### config.mk
export PLATFORM = sky130hd
export DESIGN_NAME = sha_nonce_sequencer_flat
export DESIGN_NICKNAME = d
export VERILOG_FILES = /design/src/rtl/sha_nonce_sequencer_if.sv /design/src/rtl/sha_nonce_sequencer.sv /design/src/flat_wrapper.sv
export SDC_FILE = /design/constraint.sdc
export NUM_CORES = 2
export LEC_CHECK = 0
export CORE_AREA = 2 2 644 646
export CTS_CLUSTER_SIZE = 20
export DETAILED_ROUTE_END_ITERATION = 12
export DIE_AREA = 0 0 646 648
export PLACE_DENSITY_LB_ADDON = 0.1
export SLEW_MARGIN = 20
export SYNTH_ARGS = -nofsm -noshare
export SYNTH_HDL_FRONTEND = slang
export SYNTH_SLANG_ARGS = --single-unit
### constraint.sdc
create_clock -name clk -period 9 [get_ports clk]
set_clock_uncertainty 0.2 [all_clocks]
set_input_delay 0.9 -clock clk [delete_from_list [all_inputs] [get_ports clk]]
set_output_delay 0.9 -clock clk [all_outputs]
set_load 0.01 [all_outputs]
### src/rtl/sha_nonce_sequencer_if.sv
// Bundle between the nonce sequencer and its work-input / transform neighbours.
// Optional TARGET_CHECK_EN adds the hash comparator signals.
interface sha_nonce_sequencer_if;
    logic         start;
    logic         stop;
    logic [255:0] midstate;
    logic [511:0] data_tail;
    logic [31:0]  nonce_start;
    logic [31:0]  nonce_end;
    logic [5:0]   cnt;
    logic         feedback;
    logic [255:0] rx_state;
    logic [511:0] rx_input;
    logic         busy;
    logic         done;
    logic         hash_valid;
    logic [31:0]  hash_nonce;
`ifdef TARGET_CHECK_EN
    logic [255:0] hash_in;
    logic [31:0]  target_h7;
    logic         golden;
    logic [31:0]  golden_nonce;

    modport master (
        output start, stop, midstate, data_tail, nonce_start, nonce_end,
        output hash_in, target_h7,
        input  cnt, feedback, rx_state, rx_input, busy, done, hash_valid, hash_nonce,
        input  golden, golden_nonce
    );
    modport slave (
        input  start, stop, midstate, data_tail, nonce_start, nonce_end,
        input  hash_in, target_h7,
        output cnt, feedback, rx_state, rx_input, busy, done, hash_valid, hash_nonce,
        output golden, golden_nonce
    );
`else
    modport master (
        output start, stop, midstate, data_tail, nonce_start, nonce_end,
        input  cnt, feedback, rx_state, rx_input, busy, done, hash_valid, hash_nonce
    );
    modport slave (
        input  start, stop, midstate, data_tail, nonce_start, nonce_end,
        output cnt, feedback, rx_state, rx_input, busy, done, hash_valid, hash_nonce
    );
`endif
endinterface

### src/rtl/sha_nonce_sequencer.sv
// Nonce sequencer for an unrolled sha256_transform: drives the round phase, issues jobs
// and tags returning hashes with their nonce. Optional macro TARGET_CHECK_EN adds a golden-hash comparator.
module sha_nonce_sequencer #(
    parameter int LOOP      = 4,
    parameter int LATENCY   = 65,
    parameter int TAG_DEPTH = 64 / LOOP + 2
) (
    input logic                  clk,
    input logic                  rst_n,
    sha_nonce_sequencer_if.slave bus
);
    localparam int PTR_W = (TAG_DEPTH > 1) ? $clog2(TAG_DEPTH) : 1;
    localparam int CNT_W = $clog2(TAG_DEPTH + 1);
    localparam logic [511:0] NONCE_MASK = 512'hFFFF_FFFF << 96;

    typedef enum logic [1:0] {
        IDLE  = 2'd0,
        RUN   = 2'd1,
        DRAIN = 2'd2
    } state_t;

    state_t             state;
    state_t             state_next;
    logic [5:0]         cnt_q;
    logic               slot;
    logic [31:0]        nonce_q;
    logic [31:0]        nonce_end_q;
    logic [255:0]       midstate_q;
    logic [511:0]       tail_q;
    logic               accept;
    logic               issue;
    logic               finish;
    logic               busy;
    logic               drained;
    logic [LATENCY-1:0] vld_line;
    logic               vld_p1;
    logic               done_q;
    logic [31:0]        tag_mem [TAG_DEPTH];
    logic [PTR_W-1:0]   wr_ptr;
    logic [PTR_W-1:0]   rd_ptr;
    logic [CNT_W-1:0]   tag_cnt;
    logic               tag_push;
    logic               tag_pop;
    logic [31:0]        hash_nonce_q;

    function automatic logic [PTR_W-1:0] ptr_inc(input logic [PTR_W-1:0] p);
        return (p == PTR_W'(TAG_DEPTH - 1)) ? '0 : p + PTR_W'(1);
    endfunction

    // Round phase free-runs regardless of the scan state.
    always_ff @(posedge clk or negedge rst_n) begin
        if (!rst_n) begin
            cnt_q <= '0;
        end else if (cnt_q == 6'(LOOP - 1)) begin
            cnt_q <= '0;
        end else begin
            cnt_q <= cnt_q + 6'd1;
        end
    end

    assign slot    = (cnt_q == '0);
    assign drained = (vld_line == '0) && (tag_cnt == '0);

    always_ff @(posedge clk or negedge rst_n) begin
        if (!rst_n) begin
            state <= IDLE;
        end else begin
            state <= state_next;
        end
    end

    always_comb begin
        state_next = state;
        unique case (state)
            IDLE:    if (bus.start) state_next = RUN;
            RUN: begin
                if (bus.stop) begin
                    state_next = DRAIN;
                end else if (slot && (nonce_q == nonce_end_q)) begin
                    state_next = DRAIN;
                end
            end
            DRAIN:   if (drained) state_next = IDLE;
            default: state_next = IDLE;
        endcase
    end

    // stop wins over a coinciding issue slot.
    always_comb begin
        accept = 1'b0;
        issue  = 1'b0;
        finish = 1'b0;
        busy   = 1'b0;
        unique case (state)
            IDLE:  accept = bus.start;
            RUN: begin
                busy  = 1'b1;
                issue = slot && !bus.stop;
            end
            DRAIN: begin
                busy   = 1'b1;
                finish = drained;
            end
            default: ;
        endcase
    end

    always_ff @(posedge clk or negedge rst_n) begin
        if (!rst_n) begin
            nonce_q     <= '0;
            nonce_end_q <= '0;
            midstate_q  <= '0;
            tail_q      <= '0;
        end else if (accept) begin
            nonce_q     <= bus.nonce_start;
            nonce_end_q <= bus.nonce_end;
            midstate_q  <= bus.midstate;
            tail_q      <= bus.data_tail;
        end else if (issue && (nonce_q != nonce_end_q)) begin
            nonce_q <= nonce_q + 32'd1;
        end
    end

    // Valid line mirrors the transform pipeline; vld_p1 lines up with tx_hash.
    always_ff @(posedge clk or negedge rst_n) begin
        if (!rst_n) begin
            vld_line <= '0;
            vld_p1   <= 1'b0;
            done_q   <= 1'b0;
        end else begin
            vld_line <= {vld_line[LATENCY-2:0], issue};
            vld_p1   <= vld_line[LATENCY-1];
            done_q   <= finish;
        end
    end

    assign tag_push = issue;
    assign tag_pop  = vld_line[LATENCY-1];

    always_ff @(posedge clk) begin
        if (tag_push) begin
            tag_mem[wr_ptr] <= nonce_q;
        end
    end

    // The tag is popped on the edge that raises hash_valid, so hash_nonce is valid alongside it.
    always_ff @(posedge clk or negedge rst_n) begin
        if (!rst_n) begin
            wr_ptr       <= '0;
            rd_ptr       <= '0;
            tag_cnt      <= '0;
            hash_nonce_q <= '0;
        end else begin
            if (tag_push) begin
                wr_ptr <= ptr_inc(wr_ptr);
            end
            if (tag_pop) begin
                rd_ptr       <= ptr_inc(rd_ptr);
                hash_nonce_q <= tag_mem[rd_ptr];
            end
            unique case ({tag_push, tag_pop})
                2'b10:   tag_cnt <= tag_cnt + CNT_W'(1);
                2'b01:   tag_cnt <= tag_cnt - CNT_W'(1);
                default: ;
            endcase
        end
    end

    assign bus.cnt        = cnt_q;
    assign bus.feedback   = (cnt_q != '0);
    assign bus.rx_state   = midstate_q;
    assign bus.rx_input   = (tail_q & ~NONCE_MASK) | ({480'd0, nonce_q} << 96);
    assign bus.busy       = busy;
    assign bus.done       = done_q;
    assign bus.hash_valid = vld_p1;
    assign bus.hash_nonce = hash_nonce_q;

`ifdef TARGET_CHECK_EN
    logic        golden;
    logic [31:0] golden_nonce_q;

    assign golden = vld_p1 && (bus.hash_in[255:224] < bus.target_h7);

    always_ff @(posedge clk or negedge rst_n) begin
        if (!rst_n) begin
            golden_nonce_q <= '0;
        end else if (golden) begin
            golden_nonce_q <= hash_nonce_q;
        end
    end

    assign bus.golden       = golden;
    assign bus.golden_nonce = golden_nonce_q;
`endif

endmodule

### src/flat_wrapper.sv
// flat-port wrapper written by rule: the top's interface ports become plain ports
module sha_nonce_sequencer_flat 
#(
    parameter int LOOP      = 4,
    parameter int LATENCY   = 65,
    parameter int TAG_DEPTH = 64 / LOOP + 2
)
  (clk, rst_n, bus_start, bus_stop, bus_midstate, bus_data_tail, bus_nonce_start, bus_nonce_end, bus_cnt, bus_feedback, bus_rx_state, bus_rx_input, bus_busy, bus_done, bus_hash_valid, bus_hash_nonce);
  sha_nonce_sequencer_if bus_i ();
  input logic clk;
  input logic rst_n;
  input wire logic [$bits(bus_i.start)-1:0] bus_start;
  input wire logic [$bits(bus_i.stop)-1:0] bus_stop;
  input wire logic [$bits(bus_i.midstate)-1:0] bus_midstate;
  input wire logic [$bits(bus_i.data_tail)-1:0] bus_data_tail;
  input wire logic [$bits(bus_i.nonce_start)-1:0] bus_nonce_start;
  input wire logic [$bits(bus_i.nonce_end)-1:0] bus_nonce_end;
  output wire logic [$bits(bus_i.cnt)-1:0] bus_cnt;
  output wire logic [$bits(bus_i.feedback)-1:0] bus_feedback;
  output wire logic [$bits(bus_i.rx_state)-1:0] bus_rx_state;
  output wire logic [$bits(bus_i.rx_input)-1:0] bus_rx_input;
  output wire logic [$bits(bus_i.busy)-1:0] bus_busy;
  output wire logic [$bits(bus_i.done)-1:0] bus_done;
  output wire logic [$bits(bus_i.hash_valid)-1:0] bus_hash_valid;
  output wire logic [$bits(bus_i.hash_nonce)-1:0] bus_hash_nonce;
  assign bus_i.start = bus_start;
  assign bus_i.stop = bus_stop;
  assign bus_i.midstate = bus_midstate;
  assign bus_i.data_tail = bus_data_tail;
  assign bus_i.nonce_start = bus_nonce_start;
  assign bus_i.nonce_end = bus_nonce_end;
  assign bus_cnt = bus_i.cnt;
  assign bus_feedback = bus_i.feedback;
  assign bus_rx_state = bus_i.rx_state;
  assign bus_rx_input = bus_i.rx_input;
  assign bus_busy = bus_i.busy;
  assign bus_done = bus_i.done;
  assign bus_hash_valid = bus_i.hash_valid;
  assign bus_hash_nonce = bus_i.hash_nonce;
  sha_nonce_sequencer #(.LOOP(LOOP), .LATENCY(LATENCY), .TAG_DEPTH(TAG_DEPTH)) u_core (.clk(clk), .rst_n(rst_n), .bus(bus_i));
endmodule
---- Yosys cells after proc, flatten, opt, wreduce, memory -nomap -nowiden ----
Memory sizes are Yosys's and may differ from the RTL's. A register that Yosys moved wholly into a read port is not among the register bits.
Index checks and enable logic that the tools add are counted.
cells by class
  $add $sub $neg .......................... 6
  equality and inequality tests ........... 12
  mux-type cells .......................... 17
  bitwise logic cells ..................... 1
  reductions and logical operators ........ 15
operators with widths
  cell                                                                 number
  512-bit by 128-bit OR with 512-bit output                            1
  65-bit logical NOT                                                   1
  32-bit two-way mux                                                   2
  32-bit by 1-bit adder with 32-bit output (second input constant)     1
  32-bit == test                                                       1
  32-bit inequality test                                               1
  5-bit by 1-bit adder with 5-bit output (second input constant)       3
  5-bit == test (second input constant)                                2
  5-bit two-way mux                                                    2
  5-bit one-hot mux with 2 select lines                                1
  2-bit two-way mux                                                    4
  6-bit by 1-bit adder with 6-bit output (second input constant)       1
  6-bit by 2-bit == test with 1-bit output (second input constant)     1
  6-bit logical NOT                                                    1
  1-bit two-way mux                                                    6
  6-bit two-way mux                                                    1
  2-bit one-hot mux with 3 select lines                                1
  6-bit nonzero test                                                   1
  5-bit logical NOT                                                    1
  5-bit by 1-bit subtractor with 5-bit output (second input constant)  1
  2-bit by 1-bit == test with 1-bit output (second input constant)     2
  2-bit == test (second input constant)                                2
  1-bit logical AND                                                    4
  2-bit nonzero test                                                   2
  7 further kinds                                                      8
storage, ports and cells
  register bits after elaboration ......... 922
  bits in writable memories ............... 576
  input port bits ......................... 836
  output and inout port bits .............. 810
  logic and storage cells ................. 64
  memories ................................ 1
memories
  name            words  width  read ports  clocked after Yosys merged registers in  wr ports  line                       source
  u_core.tag_mem  18     32     1           1                                        1         sha_nonce_sequencer.sv:38  logic [31:0] tag_mem [TAG_DEPTH];

---- Depth between registers and ports, before layout ----
  depth after elaboration ................. 6
  gate-level depth with buffers ........... 14
  depth with buffers taken out ............ 13

---- Least setup slack after synthesis ----
Ideal clock, no wire load.
  path type ............................... in2reg
  from .................................... in bus_stop
  to ...................................... mem u_core.tag_mem[3][0] (enable)
  setup time .............................. 0.501 ns
  data arrival time ....................... 4.770 ns
  data required time ...................... 8.299 ns
  slack ................................... 3.528 ns
  cell stages on the path ................. 6
  buffers on the path ..................... 1
  cells stage by stage .................... nand3b_1 > or2_2 > buf_2 > clkinv_1 > nand2_1 > nor4_1
on the way
  cells in the longest elaborated chain, start to end .. 5
RTL lines
  item                                     line                        source
  start, declared                          flat_wrapper.sv:13          input wire logic [$bits(bus_i.stop)-1:0] bus_stop;
  1-bit logical NOT                        sha_nonce_sequencer.sv:98   issue = slot && !bus.stop;
  1-bit logical AND                        sha_nonce_sequencer.sv:98
  1-bit two-way mux                        sha_nonce_sequencer.sv:94   unique case (state)
  1-bit two-way mux                        sha_nonce_sequencer.sv:141  if (tag_push) begin
  1-bit two-way mux (implied by the code)  sha_nonce_sequencer.sv:142  tag_mem[wr_ptr] <= nonce_q;
  end, declared                            sha_nonce_sequencer.sv:38
Every way passes these cells.

==> reports/qor.tcl <==
set qor(yosys.cell_types.count) 57
set qor(placed_cells_incl_taps) 11700
set qor(ctsRootBufferMaster) {clkbuf_16}
set qor(grt_setup_unrepaired) {false}
set qor(comb_power_share_pct) 36.0
set qor(critical-path-slowest-cell) {buf_4}
set qor(drv_cap) 0
set qor(synth_top_cells_by_count) {nand2_1 (2379), dfrtp_1 (922), edfxtp_1 (576)}
set qor(slew_violations) 0
set qor(sequentialPowerShare_pct) 36.0
set qor(detail_route.wl_per_cell_um) 34.3
set qor(yosys.area.top_type_share_pct) 40.4
set qor(synthesized_area_um2) 57000
set qor(drt_pre_antenna_iters) 4
set qor(grtUsageMet3_pct) 9.66
set qor(drt_first_iter_violations) 2718
set qor(first_global_vias) 45200
set qor(fmax_ghz) 0.256
set qor(postSynthCellCount) 4747
set qor(path_class_of_the_lowest_slack_min_delay_path) {register to register}
set qor(status) {finished clean}
set qor(final.fill_count) 44700
set qor(final_area_um2) 87100
set qor(place.port_buffers) 1613
set qor(crit_type) {register to register}
set qor(critical_path.n_buffers_inverters) 1
set qor(antenna_violations_before_repair) 373
set qor(share_of_flip_flops_with_an_asynchronous_set_or_reset_after_synthesis_pct) 61.5
set qor(wire_length_of_the_first_global_routing_pass_mm) 520
set qor(placeableCoreArea_um2) 412000
set qor(finalWirelength_mm) 416
set qor(syn2layout_area_growth_pct) 52.7
set qor(power_switching_mw) 12.3
set qor(met1_usage_grt_pct) 21.1
set qor(via_count) 44000
set qor(power.share.clock_pct) 28.0
set qor(synth-main-ff-cell) {dfrtp_1}
set qor(critPathCaptureType) {register}
set qor(synth_seq_cells) 1498
set qor(busiest_layer) {met2}
set qor(drive_above_1_share_pct) 8.93
set qor(synth.most_common_cell) {nand2_1}
set qor(route.antenna.remaining_nets) 0
set qor(clk_pin_slew_worst_paths_ns) 0.06
set qor(final_core_utilization_pct) 21.1
set qor(post_dp_hpwl_mm) 333
set qor(clk_latency_ns) 0.95
set qor(worst-endpoint-required_ns) 9.60
set qor(grt_max_degree) 160
set qor(critical_path.max_fanout) 47
set qor(power_leakage_nw) 35.3
set qor(timing.final.crit_share_pct) 43.4
set qor(worst_ep_arrival_time_ns) 4.51
set qor(dp_worst_setup_slack_ns) 4.72
set qor(pwr_density_cell_nw_per_um2) 352
set qor(timing.final.hold_violations) 0
set qor(critPathTopFamily) {multiplexers}
set qor(cp_cell_sequence) {buf_4 -> mux4_2 -> mux4_2 -> o211ai_1 -> o21ai_0}
set qor(cts_post_setup_buffers_inserted) 0
set qor(synth-seq-area-share_pct) 70.8
set qor(cts_repair_resize_count) 0
set qor(tritoncts.num_buffers) 205
set qor(worst_path_most_repeated_cell) {mux4_2}
set qor(netSwitchingFraction_pct) 40.0
set qor(viasPerCell) 3.63
set qor(gr-usage-all-layers_pct) 19.3
set qor(cell_types_with_the_largest_area_share_after_synthesis) {dfrtp_1 (40%), edfxtp_1 (30%), nand2_1 (16%)}
set qor(htreeDepth) 4
set qor(worstMarginPinSlew_ns) 1.07
set qor(timing.final.setup_violations) 0
set qor(p_int_mw) 18.4
set qor(multi_input_area_um2) 15700
set qor(netlist.top_cell.by_area) {dfrtp_1}
set qor(tritoncts) {yes}
set qor(globalRouteMet2Util_pct) 32.7
set qor(setup_total_negative_slack_ns) 0
set qor(dpl-instance-area_um2) 80000
set qor(remaining_drc_errors) 0
set qor(ctsHoldBuffers) 1
set qor(post_layout_nonfiller_instances) 12100
set qor(die-area_um2) 419000
set qor(syn-mean-instance-area_um2) 12.0
set qor(critical_path.startpoint_type) {register}
set qor(finalWeightedCongestion) 0.987
set qor(peakVddDrop_v) 0.000172
set qor(slew-limit-headroom_pct) 28.6
set qor(die_w_um) 646
set qor(synth_edf_count) 576
set qor(finalWorstSetupSlack_ns) 5.10
set qor(clock_tree.buffer_depth) 4
set qor(fin_nets) 7267
set qor(longest_individual_stage_delay_on_the_worst_path_ns) 0.86
set qor(synth_nets) 5600
set qor(number_of_top_level_pins) 1646
set qor(floorplan.die.height_um) 648
set qor(placementRows) 236
set qor(global_route.overflow_total) 0
set qor(synth-warning-count) 0
set qor(period_needed_ns) 3.90
set qor(initial_core_util_pct) 13.8
set qor(tritoncts_num_sinks) 1498
set qor(ff_latch_area_um2) 40400
[cells in the final DEF (no fill, tap or decap), types with 10 or more instances in the layout]
cell type,n
clkbuf_8,23
clkbuf_1,54
clkinv_1,19
a31oi_1,10
nand2_1,2378
edfxtp_1,576
o211ai_1,36
clkdlybuf4s50_1,1612
o21ai_0,73
diode_2,66
nor4_1,39
buf_4,73
nor2_1,22
mux4_2,160
clkinv_2,34
mux2i_1,33
inv_1,45
xor2_1,55
clkbuf_16,205
nand4_1,14
nand3_1,16
ha_1,17
bufinv_16,22
buf_12,13
dfrtp_1,918
[area by class of cell]
cell class	count	area share, %
Clock buffer	282	6.49
Sequential cell	1498	46.4
Antenna cell	66	0.190
Tap cell	5474	7.86
Multi-Input combinational cell	2960	18.0
Clock inverter	93	1.40
Timing Repair Buffer	1702	19.5
Inverter	47	0.204
[worst paths after layout]
path	from	to	slack (ns)	cells after the start
setup / recovery	u_core.rd_ptr[0]$_DFFE_PN0P_	u_core.bus.hash_nonce[29]$_DFFE_PN0P_	5.10	5
hold / removal	u_core.vld_line[29]$_DFF_PN0_	u_core.vld_line[30]$_DFF_PN0_	0.17	0
setup reg to reg	u_core.rd_ptr[0]$_DFFE_PN0P_	u_core.bus.hash_nonce[29]$_DFFE_PN0P_	5.10	5
hold reg to reg	u_core.vld_line[29]$_DFF_PN0_	u_core.vld_line[30]$_DFF_PN0_	0.17	0
max in group asynchronous	rst_n	u_core.tail_q[298]$_DFFE_PN0P_	6.10	4
min in group asynchronous	rst_n	u_core.wr_ptr[2]$_DFFE_PN0P_	0.27	2
[metal layers]
layer | share of wire [%] | wire length [um]
met2 | 48 | 200000
met4 | 3.8 | 15900
met3 | 11 | 44600
met1 | 37 | 154000
met5 | 0.38 | 1590
[flip-flops by register name, summed over array words and instances, names as in the netlist]
register / cells
u_core.state: 2
u_core.wr_ptr: 5
u_core.bus.done: 1
u_core.tag_cnt: 5
u_core.bus.rx_state: 256
u_core.vld_line: 65
u_core.tag_mem: 576
u_core.tail_q: 480
u_core.nonce_q: 32
u_core.bus.hash_nonce: 32
u_core.rd_ptr: 5
u_core.bus.hash_valid: 1
u_core.bus.cnt: 6
u_core.nonce_end_q: 32
[stage by stage]
step / hold WS, ns / total power, mW
4_1_cts: 0.157 / 31.5
6_report: 0.171 / 30.7
5_1_grt: 0.180 / 32.1
3_5_place_dp: 0.163 / 22.6
2_1_floorplan: 0.154 / 13.7
3_3_place_gp: 0.160 / 22.5
[power groups by stage]
stage	clock [mW]	combinational [mW]	sequential [mW]
6_report	8.58	11.0	11.0
3_5_place_dp	0	11.4	11.2
3_3_place_gp	0	11.4	11.1
4_1_cts	8.93	11.4	11.1
2_1_floorplan	0	2.44	11.3
5_1_grt	9.17	11.7	11.3
[cells by family (layout without fill, tap and decap cells)]
logic type | after synthesis | after routing | share of synthesized area, %
and+or+nand+nor | 2527 | 2527 | 17.2
xor gates and xnor gates | 64 | 64 | 0.983
buffers and inverters | 289 | 2124 | 1.92
adders and majority gates | 17 | 17 | 0.373
muxes | 197 | 197 | 6.97
DFF | 1498 | 1498 | 70.8
AOI/OAI and AO/OA | 155 | 155 | 1.80
other | 0 | 66 | 0
No activity file was read; power rests on OpenSTA's default activity.
